$ cat config.mk
export PLATFORM = sky130hd
export DESIGN_NAME = pulse_train_gen_flat
export DESIGN_NICKNAME = d
export VERILOG_FILES = /design/src/rtl/pulse_train_gen_if.sv /design/src/rtl/pulse_train_gen.sv /design/src/flat_wrapper.sv
export SDC_FILE = /design/constraint.sdc
export NUM_CORES = 1
export LEC_CHECK = 0
export ABC_AREA = 1
export CAP_MARGIN = 30
export CELL_PAD_IN_SITES_DETAIL_PLACEMENT = 1
export CELL_PAD_IN_SITES_GLOBAL_PLACEMENT = 2
export CORE_AREA = 2 2 95 120
export DETAILED_ROUTE_END_ITERATION = 6
export DIE_AREA = 0 0 97 122
export PLACE_DENSITY_LB_ADDON = 0.1
export SLEW_MARGIN = 40
export SYNTH_ARGS = -nofsm -noshare
export SYNTH_HDL_FRONTEND = slang
export SYNTH_SLANG_ARGS = --single-unit
export TNS_END_PERCENT = 20
$ cat constraint.sdc
create_clock -name clk -period 3.25 [get_ports clk]
set_input_delay 0.325 -clock clk [delete_from_list [all_inputs] [get_ports clk]]
set_output_delay 0.325 -clock clk [all_outputs]
set_load 0.005 [all_outputs]
$ cat src/rtl/pulse_train_gen_if.sv
// Control/status bundle between the controlling FSM and pulse_train_gen.
// The controller drives the train configuration and start/stop; the generator reports progress.
interface pulse_train_gen_if #(
  parameter int unsigned CNT_W = 8,
  parameter int unsigned NUM_W = 8
);
  logic             start;
  logic             stop;
  logic [CNT_W-1:0] high_len;
  logic [CNT_W-1:0] low_len;
  logic [NUM_W-1:0] num_pulses;
  logic             pulse_out;
  logic             busy;
  logic             done;
  logic [NUM_W-1:0] pulse_cnt;

  modport master (
    output start, stop, high_len, low_len, num_pulses,
    input  pulse_out, busy, done, pulse_cnt
  );

  modport slave (
    input  start, stop, high_len, low_len, num_pulses,
    output pulse_out, busy, done, pulse_cnt
  );
endinterface

$ cat src/rtl/pulse_train_gen.sv
// Programmable rectangular pulse-train generator: num_pulses pulses of high_len cycles,
// separated by max(low_len,1) low cycles, with busy/done/pulse_cnt progress reporting.
module pulse_train_gen #(
  parameter int unsigned CNT_W = 8,
  parameter int unsigned NUM_W = 8
) (
  input  logic               clk,
  input  logic               reset,
  pulse_train_gen_if.slave   bus
);

  typedef enum logic [1:0] {IDLE, HIGH, LOW} state_t;

  state_t           state, state_d;
  logic [CNT_W-1:0] phase, phase_d;
  logic [CNT_W-1:0] high_q, high_d;
  logic [CNT_W-1:0] low_q, low_d;
  logic [NUM_W-1:0] num_q, num_d;
  logic             pulse_q, pulse_d;
  logic             busy_q, busy_d;
  logic             done_q, done_d;
  logic [NUM_W-1:0] cnt_q, cnt_d;
  logic             last_c;

  // Final pulse: completion takes priority over a coincident stop.
  assign last_c = !(cnt_q < num_q);

  always_ff @(posedge clk or negedge reset) begin
    if (!reset) begin
      state   <= IDLE;
      phase   <= '0;
      high_q  <= '0;
      low_q   <= '0;
      num_q   <= '0;
      pulse_q <= 1'b0;
      busy_q  <= 1'b0;
      done_q  <= 1'b0;
      cnt_q   <= '0;
    end else begin
      state   <= state_d;
      phase   <= phase_d;
      high_q  <= high_d;
      low_q   <= low_d;
      num_q   <= num_d;
      pulse_q <= pulse_d;
      busy_q  <= busy_d;
      done_q  <= done_d;
      cnt_q   <= cnt_d;
    end
  end

  always_comb begin
    state_d = state;
    phase_d = phase;
    high_d  = high_q;
    low_d   = low_q;
    num_d   = num_q;
    pulse_d = pulse_q;
    busy_d  = busy_q;
    done_d  = 1'b0;
    cnt_d   = cnt_q;

    unique case (state)
      IDLE: begin
        pulse_d = 1'b0;
        busy_d  = 1'b0;
        if (bus.start) begin
          if ((bus.high_len != '0) && (bus.num_pulses != '0)) begin
            high_d  = bus.high_len;
            // A zero low phase would merge adjacent pulses, so clamp it to one cycle.
            low_d   = (bus.low_len == '0) ? CNT_W'(1) : bus.low_len;
            num_d   = bus.num_pulses;
            phase_d = bus.high_len;
            cnt_d   = NUM_W'(1);
            pulse_d = 1'b1;
            busy_d  = 1'b1;
            state_d = HIGH;
          end else begin
            cnt_d  = '0;
            done_d = 1'b1;
          end
        end
      end

      HIGH: begin
        if ((phase == CNT_W'(1)) && last_c) begin
          state_d = IDLE;
          pulse_d = 1'b0;
          busy_d  = 1'b0;
          done_d  = 1'b1;
        end else if (bus.stop) begin
          state_d = IDLE;
          pulse_d = 1'b0;
          busy_d  = 1'b0;
        end else if (phase == CNT_W'(1)) begin
          state_d = LOW;
          phase_d = low_q;
          pulse_d = 1'b0;
        end else begin
          phase_d = phase - CNT_W'(1);
        end
      end

      LOW: begin
        if (bus.stop) begin
          state_d = IDLE;
          busy_d  = 1'b0;
        end else if (phase == CNT_W'(1)) begin
          state_d = HIGH;
          phase_d = high_q;
          pulse_d = 1'b1;
          cnt_d   = cnt_q + NUM_W'(1);
        end else begin
          phase_d = phase - CNT_W'(1);
        end
      end

      default: begin
        state_d = IDLE;
        pulse_d = 1'b0;
        busy_d  = 1'b0;
      end
    endcase
  end

  assign bus.pulse_out = pulse_q;
  assign bus.busy      = busy_q;
  assign bus.done      = done_q;
  assign bus.pulse_cnt = cnt_q;

endmodule

$ cat src/flat_wrapper.sv
// flat-port wrapper written by rule: the top's interface ports become plain ports
module pulse_train_gen_flat 
#(
  parameter int unsigned CNT_W = 8,
  parameter int unsigned NUM_W = 8
)
  (clk, reset, bus_start, bus_stop, bus_high_len, bus_low_len, bus_num_pulses, bus_pulse_out, bus_busy, bus_done, bus_pulse_cnt);
  pulse_train_gen_if #(.CNT_W(CNT_W), .NUM_W(NUM_W)) bus_i ();
  input  logic clk;
  input  logic reset;
  input wire logic [$bits(bus_i.start)-1:0] bus_start;
  input wire logic [$bits(bus_i.stop)-1:0] bus_stop;
  input wire logic [$bits(bus_i.high_len)-1:0] bus_high_len;
  input wire logic [$bits(bus_i.low_len)-1:0] bus_low_len;
  input wire logic [$bits(bus_i.num_pulses)-1:0] bus_num_pulses;
  output wire logic [$bits(bus_i.pulse_out)-1:0] bus_pulse_out;
  output wire logic [$bits(bus_i.busy)-1:0] bus_busy;
  output wire logic [$bits(bus_i.done)-1:0] bus_done;
  output wire logic [$bits(bus_i.pulse_cnt)-1:0] bus_pulse_cnt;
  assign bus_i.start = bus_start;
  assign bus_i.stop = bus_stop;
  assign bus_i.high_len = bus_high_len;
  assign bus_i.low_len = bus_low_len;
  assign bus_i.num_pulses = bus_num_pulses;
  assign bus_pulse_out = bus_i.pulse_out;
  assign bus_busy = bus_i.busy;
  assign bus_done = bus_i.done;
  assign bus_pulse_cnt = bus_i.pulse_cnt;
  pulse_train_gen #(.CNT_W(CNT_W), .NUM_W(NUM_W)) u_core (.clk(clk), .reset(reset), .bus(bus_i));
endmodule
==> reports/results.tsv <==
metric	value	unit
status	finished clean	
post-CTS setup buffer count	0	
critical path class	reg2reg	
Max Used Layer	met4	
unrepaired setup endpoints after global routing	false	
Slew Viols, Final	0	
final antenna-violating net count	0	
Worst setup SP type	register	
First-pass DRT Iterations	4	
Ys Warns	0	
die width	97	um
count leader, synth	nand2_1	
DIE AREA	0.0118	mm^2
final RePlAce weighted congestion	0.745	
Synth top area share	40.1	%
Synth area leaders	dfrtp_1, nand2_1, o21ai_0	
Pwr Density	867	mW/mm^2
metal3 WL	202	um
syn nets	412	
Area Overhead vs Synth	23.1	%
CTS tree	done	
register area share after synthesis	40.1	%
Iter 0 DRT Violations	86	
CP required	3.44	ns
Crit Path Max Fanout	27	
vias	2472	
vias in the first global route	2647	
final worst path period share	62.7	%
WHS	0.0803	ns
clk_lat worst skew	0.29	ns
Core ar.	0.0108	mm^2
mean area per synthesized cell	7.59	um^2
cell type with the largest total area after synthesis	dfrtp_1	
LEAKAGE	1.68	nW
clock buffer depth	2	
Num CTS Buffers	5	
WL final	8.22	mm
Hold Crit Class	in2async	
Post-synth EDFFs	0	
first-pass GRT wire length	13.7	mm
global route total overflow	0	
#FFs+latches synth	45	
max-cap violations	0	
CTS sink count	45	
Avg Vias per Cell	4.56	
CP Capture Type	register	
die height	122	um
crit path DAT	2.23	ns
synthesized netlist cell count	370	
nets@finish	448	
Setup TNS Final	0	ns
async set-reset flop share out of synthesis	100	%
largest net degree at the start of global routing	29	
CTS Hold Bufs	0	
most frequent cells after synthesis	nand2_1, inv_1, dfrtp_1	
final hold vios	0	
DRC	0	
top-level I/O count	39	
Cell Area, Synth	0.00281	mm^2
Root Driver	clkbuf_16	
clk_skew	0.00516	ns
wire length on met2	4.39	mm
Starting Density	26.0	%
top_reg_cell synth	dfrtp_1	
WL per Instance	15.2	um
initial antenna violation count	0	
Post-DP HPWL	6.43	mm
VDD IR-drop max	0.233	mV
library cells used by synthesis	34	
clock slew at reported path FFs	0.07	ns
# port buffers	38	
slew margin rel.	53.1	%
Inserted Diodes	0	
setup violators final	0	
depth of the CTS H-tree	2	
Tot GR Track Use	14.7	%
PostCTS Resize Cnt	0	
min cycle time layout	2.04	ns
layout cells sized above 1	8.85	%
Worst-Margin Slew	0.703	ns
num rows	43	
fmax	0.490	GHz
Metal-1 WL	3.52	mm
metal layers:
layer,GRT usage [%],vias to the layer above
met3,2.35,8
met2,27.4,29
met1,17.2,1183
li1,-,1252
met4,4.49,0
met5,0,-
logic make-up (layout without fill, tap and decap cells):
kind of cell               count (synthesis)  after routing  synth area share (%)
buffers and inverters                     63            100                  10.3
AOI/OAI and AO/OA                         62             62                  13.0
and+or+nand+nor                          181            181                  28.9
DFF                                       45             45                  40.1
xor gates and xnor gates                   5              5                  1.56
adders and majority gates                 14             14                  6.24
critical path: stages, from the launching register on:
cell     delay (ns)
dfrtp_1        0.42
inv_1          0.09
ha_1           0.32
inv_1          0.15
nor3_4         0.18
buf_4          0.26
inv_2          0.24
o21ai_0        0.27
registers in the layout, summed over array words and instances (netlist names):
register	cells
u_core.phase	8
u_core.bus.pulse_cnt	8
u_core.state	2
u_core.high_q	8
u_core.bus.busy	1
u_core.num_q	8
u_core.bus.pulse_out	1
u_core.low_q	8
u_core.bus.done	1
placed cells by master (no fill, tap or decap), types with 6 or more instances in the layout:
master           count
nand2_1            108
inv_1               47
dfrtp_1             45
o21ai_0             37
clkdlybuf4s50_1     37
nor2_1              23
nand3_1             22
ha_1                14
nor3_1               7
a21oi_1              6
nand2_2              6
o21ai_1              6
area by class of cell:
class	count	area, um^2
timing repair buffer	41	398
multi-input combinational	262	1390
tap	135	169
clock buffer	5	125
fill	1323	7360
sequential	45	1130
inverter	51	199
clock inverter	3	46.3
path summary, 6_finish.rpt:
kind	startpoint	to	slack (ns)	depth (start not counted)
setup / recovery	u_core.state[0]	u_core.high_q[0]	1.21	7
hold / removal	reset	u_core.bus.pulse_cnt[3]	0.08	1
setup reg to reg	u_core.state[0]	u_core.high_q[0]	1.21	7
hold reg to reg	u_core.low_q[4]	u_core.low_q[4]	0.47	2
max in group asynchronous	reset	u_core.high_q[1]	2.45	2
min in group clk	u_core.low_q[4]	u_core.low_q[4]	0.47	2
power by group:
part | switching (mW) | internal [mW]
logic | 0.944 | 0.514
registers | 0.149 | 0.792
clock network | 0.235 | 0.364
metrics by stage:
step | cell area [um^2] | util [%] | worst slack, ns | cells | power (mW)
floorplan | 2810 | - | 1.63 | 370 | 2.04
finish | 3460 | 32.0 | 1.21 | 542 | 3.00
global placement | 3290 | 30.4 | 1.02 | 534 | 2.44
CTS | 3460 | 32.0 | 1.19 | 542 | 3.08
global route | 3460 | 32.0 | 0.999 | 542 | 3.30
detailed placement | 3290 | 30.4 | 0.966 | 534 | 2.45
Power figures use the tool's default switching activity.
